===== config.mk =====
export PLATFORM = sky130hd
export DESIGN_NAME = serial_add_ctrl
export DESIGN_NICKNAME = d
export VERILOG_FILES = /design/src/rtl/serial_add_ctrl.sv
export SDC_FILE = /design/constraint.sdc
export NUM_CORES = 1
export LEC_CHECK = 0
export ABC_AREA = 1
export BUFFER_PORTS_ARGS = -buffer_cell sky130_fd_sc_hd__buf_4
export CAP_MARGIN = 20
export CORE_UTILIZATION = 46
export CTS_CLUSTER_DIAMETER = 50
export CTS_CLUSTER_SIZE = 25
export DETAILED_ROUTE_END_ITERATION = 8
export PLACE_DENSITY = 0.73
export SETUP_SLACK_MARGIN = 0.05
export SLEW_MARGIN = 20
export SYNTH_ARGS = -nofsm -noshare
export SYNTH_HDL_FRONTEND = slang
export SYNTH_SLANG_ARGS = --single-unit
export TNS_END_PERCENT = 5

===== constraint.sdc =====
create_clock -name clk -period 1.1 [get_ports clk]
set_clock_uncertainty 0.1 [all_clocks]
set_input_delay 0.055 -clock clk [delete_from_list [all_inputs] [get_ports clk]]
set_output_delay 0.055 -clock clk [all_outputs]
set_load 0.01 [all_outputs]

===== src/rtl/serial_add_ctrl.sv =====
// rtl/serial_add_ctrl.sv - bit-serial adder with valid/ready operand and result handshakes
// One shared full-adder slice (two half adders) is reused LSB first for WIDTH cycles.

module half_adder (
    input  logic x,
    input  logic y,
    output logic s,
    output logic c
);
    assign s = x ^ y;
    assign c = x & y;
endmodule

module serial_add_ctrl #(
    parameter int WIDTH = 8
) (
    input  logic             clk,
    input  logic             rst,
    input  logic             in_valid,
    output logic             in_ready,
    input  logic [WIDTH-1:0] a,
    input  logic [WIDTH-1:0] b,
    output logic             out_valid,
    input  logic             out_ready,
    output logic [WIDTH-1:0] sum,
    output logic             cout,
    output logic             busy
);
    localparam int CW = $clog2(WIDTH + 1);
    localparam logic [CW-1:0] LAST = CW'(WIDTH - 1);

    typedef enum logic [1:0] {IDLE, RUN, DONE} state_t;

    state_t          state;
    state_t          state_next;
    logic [WIDTH-1:0] a_sh;
    logic [WIDTH-1:0] b_sh;
    logic [WIDTH-1:0] res;
    logic [WIDTH-1:0] res_next;
    logic             carry;
    logic [CW-1:0]    cnt;
    logic             accept;
    logic             ha0_s;
    logic             ha0_c;
    logic             ha1_s;
    logic             ha1_c;
    logic             slice_sum;
    logic             slice_carry;

    half_adder u_ha0 (.x(a_sh[0]), .y(b_sh[0]), .s(ha0_s), .c(ha0_c));
    half_adder u_ha1 (.x(ha0_s),   .y(carry),   .s(ha1_s), .c(ha1_c));

    assign slice_sum   = ha1_s;
    assign slice_carry = ha0_c | ha1_c;

    // New sum bits enter at the MSB so that after WIDTH shifts bit 0 lands at position 0.
    generate
        if (WIDTH == 1) begin : g_res_w1
            assign res_next = slice_sum;
        end else begin : g_res_wn
            assign res_next = {slice_sum, res[WIDTH-1:1]};
        end
    endgenerate

    always_ff @(posedge clk) begin
        if (rst) begin
            state <= IDLE;
        end else begin
            state <= state_next;
        end
    end

    always_comb begin
        state_next = state;
        in_ready   = 1'b0;
        busy       = 1'b0;
        out_valid  = 1'b0;
        accept     = 1'b0;
        case (state)
            IDLE: begin
                in_ready = 1'b1;
                if (in_valid) begin
                    accept     = 1'b1;
                    state_next = RUN;
                end
            end
            RUN: begin
                busy = 1'b1;
                if (cnt == LAST) begin
                    state_next = DONE;
                end
            end
            DONE: begin
                out_valid = 1'b1;
                if (out_ready) begin
                    state_next = IDLE;
                end
            end
            default: state_next = IDLE;
        endcase
    end

    always_ff @(posedge clk) begin
        if (rst) begin
            a_sh  <= '0;
            b_sh  <= '0;
            res   <= '0;
            carry <= 1'b0;
            cnt   <= '0;
        end else if (accept) begin
            a_sh  <= a;
            b_sh  <= b;
            carry <= 1'b0;
            cnt   <= '0;
        end else if (busy) begin
            a_sh  <= a_sh >> 1;
            b_sh  <= b_sh >> 1;
            res   <= res_next;
            carry <= slice_carry;
            cnt   <= cnt + CW'(1);
        end
    end

    assign sum  = res;
    assign cout = carry;

endmodule


==> metrics.txt, run 1 <==
status finished with violations; failing checks hold timing, setup timing; CP Max Fanout 4; row cnt 18; commonest non-fill, non-tap cell in the layout nand2_1; Hold Crit Depth 3; Worst Reg-to-Reg Cells 7; total design power 0.00270 W; placement-stage cell area 1620 sq um; H-tree lvl count 2; Setup CP Type reg -> reg; Worst Tran Pin Value 278 ps; # diodes 0; pre-CTS setup slack -69.2 ps; Mapped Cells 170; CTS tree yes; vias in the first global route 1216; Initial Utilization 50.0%; I/O pin total 32; DRC viols 0; Core Footprint 2540 sq um; Worst EP arrival 1380 ps; WHS -51.1 ps; initial drt markers 20; CTS sink cnt 31; CTS clk-pin slew, worst paths about 90 ps; Num CTS Buffers 5; drt wl/cell 12.8 um; Final Instance Area ~2000 sq um; sequential-to-total area share from yosys stat 48.8%; Die Ht 54.6 um; remaining global-route overflow 0; Layout area overhead 58.1%; setup ws final -147 ps; Worst slew margin 81.5%; Routed Antenna Nets 0; first-pass GRT wire length 5.17 mm; Tcrit/Tclk final 113%; R2R Setup Slk -150 ps; Pins Over Slew Limit 0; Max Freq 802 MHz; syn_area_per_cell 7.48 sq um; layout cells sized above 1 around a third; Hold Vio Cnt, Final 1; VDD IR max 1440 uV; Synth cell types 20; Post-CTS Hold Buffers 18; Die X 54.6 um; Leakage 0.832 nW; Hold WC Path Type in -> reg; count of final setup violators 34; TritonRoute pass-1 iters 4; CTS Buffer Depth 2; routed wire length 3.41 mm; initial antenna violation count 0; most frequent cells in the layout nand2_1 (58), buf_4 (37), dfxtp_1 (26), nor2_1 (19), dlygate4sd3_1 (18); gr usage total between 20% and 30%; Via density roughly 5.1; die area 2980 sq um; HPWL after DPL 1.91 mm; Syn Nets 192; min Tclk post-route 1250 ps; Max-cap violations 0; CP Capture Type register; PwrDens ~1300 nW/um^2; via count about 1300; Worst-Skew Late Latency 340 ps; Final TNS setup -2310 ps; IO Port Bufs 31; Worst EP required 1230 ps; nets 257; RePlAce Congestion 0.704; crit path launch type register; Mapped Area 1270 sq um; largest net degree at the start of global routing 21; synth warn 0; RSZ-0062 raised after global routing yes; Clk Tree Root Cell clkbuf_4; #FFs+latches synth 31
[cells in the mapped netlist]
library cell  number  share of area [%]
ha_1               1               0.98
buf_2              1               0.39
nor3_1             2               0.79
buf_4              2                1.2
nand2_1           60                 18
a31oi_1           15                7.4
nand3_1            1               0.39
nor2_2             1               0.49
inv_2              3               0.89
o21ai_2            1               0.69
inv_1              7                2.1
dfxtp_1           31                 49
o21ai_0            9                3.5
nor2_1            23                6.8
a21oi_2            1               0.69
buf_6              3                2.7
o21ai_1            1               0.39
clkbuf_1           2               0.59
a21oi_1            5                2.0
fa_1               1                1.6
[report_power, final]
| part | switching (W) | internal (W) | leakage [nW] |
|---|---|---|---|
| registers | 0.0000518 | 0.00119 | 0.257 |
| clock network | 0.000414 | 0.000537 | 0.0482 |
| logic | 0.000233 | 0.000273 | 0.527 |
[sequential cells by signal (all words and copies together) (netlist names)]
signal  flops
a_sh        8
b_sh        8
cnt         4
cout        1
state       2
sum         8
[routing by layer]
layer	vias to the layer above	share of wire, %	global-route usage (%)	wire length (um)
met5	-	0	0	0
met4	0	2.5	10.7	84
met3	8	4.5	10.0	155
met2	39	51	42.9	1740
met1	621	42	28.4	1430
li1	681	-	-	-
[worst max-delay path, stage by stage, from the launching register on]
cell and delay [ps]:
dfxtp_4 380, inv_4 50, nand2_4 60, inv_2 40, buf_4 140, buf_4 140, a31oi_1 180, nor2_1 50
[cells by family after synthesis]
kind of cell | after synthesis | share of synthesized area, %
AO/OA/AOI/OAI | 32 | 14.7
adder cells (fa/ha/maj) | 2 | 2.56
buffers and inverters | 18 | 7.78
flip-flops | 31 | 48.8
AND/OR/NAND/NOR | 87 | 26.2
[layout make-up]
class	count	area [sq um]
fillers	173	536
well taps	30	37.5
flip-flops and latches	31	634
multi-input cells	121	609
inverters	10	42.5
clock inverters	2	35.0
repair buffers	66	599
clock buffers	6	51.3
[through the flow]
| step | util (%) | cells |
|---|---|---|
| after floorplan | - | 170 |
| after global placement | 63.6 | 236 |
| after detailed placement | 63.6 | 236 |
| after CTS | 77.0 | 266 |
| after global routing | 79.0 | 266 |
| final | 79.0 | 266 |
[repair_timing]
action,4_1_cts,5_1_grt
resized for setup,21,15
setup buffers,4,0
setup endpoints to repair,35,35
hold endpoints to repair,18,1
pin swaps,2,7
[path summary, 6_finish.rpt]
kind | start | endpoint
worst min-delay path | in_valid | state[0]$_SDFFE_PP0P_
worst max register to register | state[1]$_SDFFE_PP0P_ | state[1]$_SDFFE_PP0P_
worst min register to register | a_sh[7]$_SDFFE_PP0P_ | a_sh[7]$_SDFFE_PP0P_
worst max-delay path | state[1]$_SDFFE_PP0P_ | state[1]$_SDFFE_PP0P_
(Power assumes the default switching activity.)
==> run 2: changes to the inputs <==
--- a/config.mk
+++ b/config.mk
@@ -8,5 +8,4 @@
 export ABC_AREA = 1
 export BUFFER_PORTS_ARGS = -buffer_cell sky130_fd_sc_hd__buf_4
-export CAP_MARGIN = 20
 export CORE_UTILIZATION = 46
 export CTS_CLUSTER_DIAMETER = 50
==> constraint.sdc (replaced) <==
create_clock -name clk -period 1.1 [get_ports clk]
set_clock_uncertainty 0.1 [all_clocks]
set_input_delay 0.055 -clock clk [delete_from_list [all_inputs] [get_ports clk]]
set_output_delay 0.055 -clock clk [all_outputs]
set_load 0.005 [all_outputs]
==> metrics.txt, run 2 (synthesis gave the netlist of run 1 again) <==
status finished with violations; failing checks hold timing, setup timing; H-tree lvl count 2; Clk Tree Root Cell clkbuf_4; DRC viols 0; largest net degree at the start of global routing 21; gr usage total 24.3%; Die Ht 54.6 um; layout cells sized above 1 37.7%; Max Freq about 800 MHz; most used cell, CP buf_6; Final Instance Area 2070 sq um; nets 257; initial drt markers 36; crit-path max cell delay 370 ps; remaining global-route overflow 0; VDD IR max 1530 uV; IO Port Bufs 31; # diodes 0; first-pass GRT wire length 5.02 mm; R2R Setup Slk -140 ps; Num CTS Buffers 5; count of final setup violators 34; I/O pin total 32; die area 2980 sq um; Tcrit/Tclk final 113%; Hold WC Path Type in -> reg; placement-stage cell area 1610 sq um; Leakage between 0.8 and 0.9 nW; CTS sink cnt 31; row cnt 18; met2 wire length 1.82 mm; WL met1 1.41 mm; CTS clk-pin slew, worst paths 100 ps; crit path launch type register; initial antenna violation count 0; metal3 WL 152 um; TritonRoute pass-1 iters 4; Initial Utilization 50.0%; Worst EP arrival 1090 ps; setup ws final -148 ps; HPWL after DPL 1.99 mm; commonest non-fill, non-tap cell in the layout nand2_1; via count 1347; RSZ-0062 raised after global routing yes; RePlAce Congestion 0.703; Worst Tran Pin Value 351 ps; Routed Antenna Nets 0; Core Footprint 2540 sq um; CP Max Fanout 3; top sig layer met4; Layout area overhead 63.1%; Hold Vio Cnt, Final 18; Worst EP required roughly 940 ps; Setup CP Type reg -> out; Crit-path slowest cell dfxtp_2; min Tclk post-route 1250 ps; routed wire length around 3.5 mm; Pins Over Slew Limit 0; Worst slew margin between 70 and 80%; Die X 54.6 um; WHS -44.4 ps; CTS Buffer Depth 2; Via density 5.06; vias in the first global route around 1200; PwrDens ~1300 nW/um^2; drt wl/cell 13.1 um; Max-cap violations 0; worst path cell trace inv_2 -> nand2_4 -> inv_4 -> buf_6 -> buf_6; Worst-Skew Late Latency 330 ps; most frequent cells in the layout nand2_1 (53), buf_4 (37), dfxtp_1 (27), nor2_1 (18), dlygate4sd3_1 (17); CP Capture Type output port; CTS tree yes
run 2: cell count changes in the layout (fill, tap and decap cells not counted), moves of 2 or more:
| cell | delta |
|---|---|
| clkbuf_16 | +2 |
| nor2_2 | +2 |
| buf_6 | -3 |
| dfxtp_4 | -2 |
| nand2_1 | -5 |
| nand2_2 | +5 |
run 2: area by class of cell:
type / count / area [sq um]
multi-input cells: 121 / 638
well taps: 30 / 37.5
inverters: 10 / 42.5
repair buffers: 66 / 641
clock inverters: 2 / 35.0
flip-flops and latches: 31 / 628
clock buffers: 6 / 51.3
fillers: 169 / 472
run 2: per-layer routing:
layer / global-route usage, % / vias up
li1: - / 678
met1: 27.5 / 617
met2: 41.5 / 40
met3: 6.94 / 12
met4: 11.5 / 0
met5: 0 / -
run 2: where the power goes:
group          leakage (nW)  internal, W  switching [W]
sequential            0.256      0.00119      0.0000547
combinational         0.550     0.000300       0.000237
clock                0.0482     0.000537       0.000394
total                 0.854      0.00203       0.000686
run 2: critical path, delay by kind of cell, from the launching register on:
kind | cells | cell delay [ps]
buffers and inverters | 4 | 320
and+or+nand+nor | 1 | 70
DFF | 1 | 370
run 2: per-stage QoR:
stage	std cells	utilization, %	total power [W]	TNS [ps]	setup slack (ps)
final	266	81.5	0.00272	-2650	-148
after global routing	266	81.5	0.00284	-4050	-184
after CTS	263	76.3	0.00265	-1900	-124
after detailed placement	235	63.4	0.00164	-1100	-87.7
after global placement	235	63.4	0.00163	-234	-41.8
after floorplan	170	-	0.00145	-340	-29.0
run 2: path summary, 6_finish.rpt:
kind | start | endpoint | depth (start not counted)
worst max register to register | state[1]$_SDFFE_PP0P_ | sum[6]$_SDFFE_PP0P_ | 6
worst max-delay path | state[1]$_SDFFE_PP0P_ | busy | 5
worst min-delay path | rst | a_sh[7]$_SDFFE_PP0P_ | 2
worst min register to register | b_sh[4]$_SDFFE_PP0P_ | b_sh[4]$_SDFFE_PP0P_ | 2
run 2: what timing repair did:
item	in CTS	in global routing
pin swaps	5	12
hold buffers	16	1
resized for setup	24	20
setup buffers	4	0
setup endpoints to repair	35	35
cloned	0	2
hold endpoints to repair	18	17
==> run 3: changes to the inputs <==
SETUP_SLACK_MARGIN = 0.2   (was 0.05)
==> metrics.txt, run 3 (synthesis gave the netlist of run 1 again) <==
Num CTS Buffers 5; routed wire length about 3.6 mm; Leakage 0.861 nW; final core occ 82.2%; Crit-path slowest cell dfxtp_2; Logic pwr share 20.1%; min Tclk post-route 1240 ps; Reg power frac about 46%; Initial Utilization around half; DRC viols 0; crit-path max cell delay 370 ps; Worst Tran Pin Value 344 ps; most used cell, CP buf_6; gr usage total ~24%; Post-CTS Hold Buffers 16; Worst Reg-to-Reg Cells 7; Clock power frac 34.1%; Core Footprint 2540 sq um; Worst EP arrival ~1100 ps; Worst slew margin 76.9%; status finished with violations; I/O pin total 32; placement-stage cell area between 1500 and 2000 sq um; Layout area overhead 64.5%; Routed Antenna Nets 0; Die X 54.6 um; setup ws final -144 ps; most frequent cells in the layout nand2_1 (44), buf_4 (37), dfxtp_1 (27), nor2_1 (18), dlygate4sd3_1 (16); Max Freq 804 MHz; sw frac 25.5%; VDD IR max between 1000 and 1500 uV; CTS sink cnt 31; die area 2980 sq um; initial antenna violation count 0; Pins Over Slew Limit 0; worst path cell trace inv_2 -> nand2_4 -> inv_4 -> buf_6 -> buf_6; IO Port Bufs 31; CTS Buffer Depth 2; Hold Crit Depth 2; CTS tree yes; via count approximately 1300; CP Max Fanout 3; Worst EP required 940 ps; drt wl/cell 13.5 um; H-tree lvl count 2; Hold WC Path Type in -> reg; Fillers between 150 and 200; count of final setup violators 34; crit path launch type register; Clk Tree Root Cell clkbuf_4; Hold Vio Cnt, Final 16; Final Instance Area 2090 sq um; CTS clk-pin slew, worst paths 100 ps; row cnt 18; total design power 0.00273 W; PwrDens 1300 nW/um^2; TritonRoute pass-1 iters 4; Die Ht 54.6 um; R2R Setup Slk -120 ps; WHS -56.6 ps; nets 256; initial drt markers 21; HPWL after DPL 1.99 mm; Sw Pwr just under 0.0007 W; RSZ-0062 raised after global routing yes; Max-cap violations 0; layout cells sized above 1 roughly two fifths; largest net degree at the start of global routing 21; failing checks hold timing, setup timing; commonest non-fill, non-tap cell in the layout nand2_1; remaining global-route overflow 0; RePlAce Congestion 0.703; internal power 0.00203 W; Worst-Skew Late Latency 320 ps; # diodes 0; vias in the first global route about 1200; Tcrit/Tclk final 113%; Via density 5.04; CP Capture Type output port; first-pass GRT wire length 5.02 mm; Setup CP Type reg -> out
[run 3: per-layer routing]
metal | global-route usage, % | up-vias | routed length, um
li1 | - | 675 | -
met1 | 27.5 | 616 | 1420
met2 | 41.5 | 30 | 1900
met3 | 6.94 | 15 | 127
met4 | 11.5 | 0 | 122
met5 | 0 | - | 0
[run 3: critical path, delay by kind of cell, from the launching register on]
family	cells	cell delay (ps)
simple gates	1	70
flops	1	370
buf+inv	4	310
[run 3: power groups by stage]
stage / combinational (W) / sequential (W) / clock [W]
after global routing: 0.000592 / 0.00126 / 0.00100
after detailed placement: 0.000376 / 0.00126 / 0
final: 0.000548 / 0.00125 / 0.000930
after global placement: 0.000367 / 0.00126 / 0
after CTS: 0.000461 / 0.00124 / 0.000946
after floorplan: 0.000196 / 0.00126 / 0
[run 3: stage by stage]
stage,setup slack [ps],TNS [ps],cells,hold slack (ps)
2_1_floorplan,-29.0,-340,170,97.7
3_3_place_gp,-41.8,-234,235,211
3_5_place_dp,-87.7,-1100,235,226
4_1_cts,-124,-1900,263,-70.8
5_1_grt,-185,-4140,265,-51.4
6_report,-144,-2590,265,-56.6
[run 3: cell type report]
| cell class | count | area [sq um] | area share, % |
|---|---|---|---|
| multi-input cells | 121 | 666 | 31.8 |
| repair buffers | 65 | 631 | 30.2 |
| flip-flops and latches | 31 | 628 | 30.0 |
| clock buffers | 6 | 51.3 | 2.45 |
| inverters | 10 | 42.5 | 2.03 |
| well taps | 30 | 37.5 | 1.80 |
| clock inverters | 2 | 35.0 | 1.68 |
[run 3: repair_timing]
item / in CTS / in global routing
setup buffers: 4 / 0
pin swaps: 5 / 11
gates resized for setup: 24 / 30
endpoints found under the setup margin: 43 / 43
cloned: 0 / 2
hold endpoints to repair: 18 / 17
[run 3: worst paths after layout]
path / start / end
worst max-delay path: state[1]$_SDFFE_PP0P_ / busy
worst min register to register: b_sh[7]$_SDFFE_PP0P_ / b_sh[7]$_SDFFE_PP0P_
worst min-delay path: rst / b_sh[7]$_SDFFE_PP0P_
worst max register to register: state[1]$_SDFFE_PP0P_ / b_sh[0]$_SDFFE_PP0P_
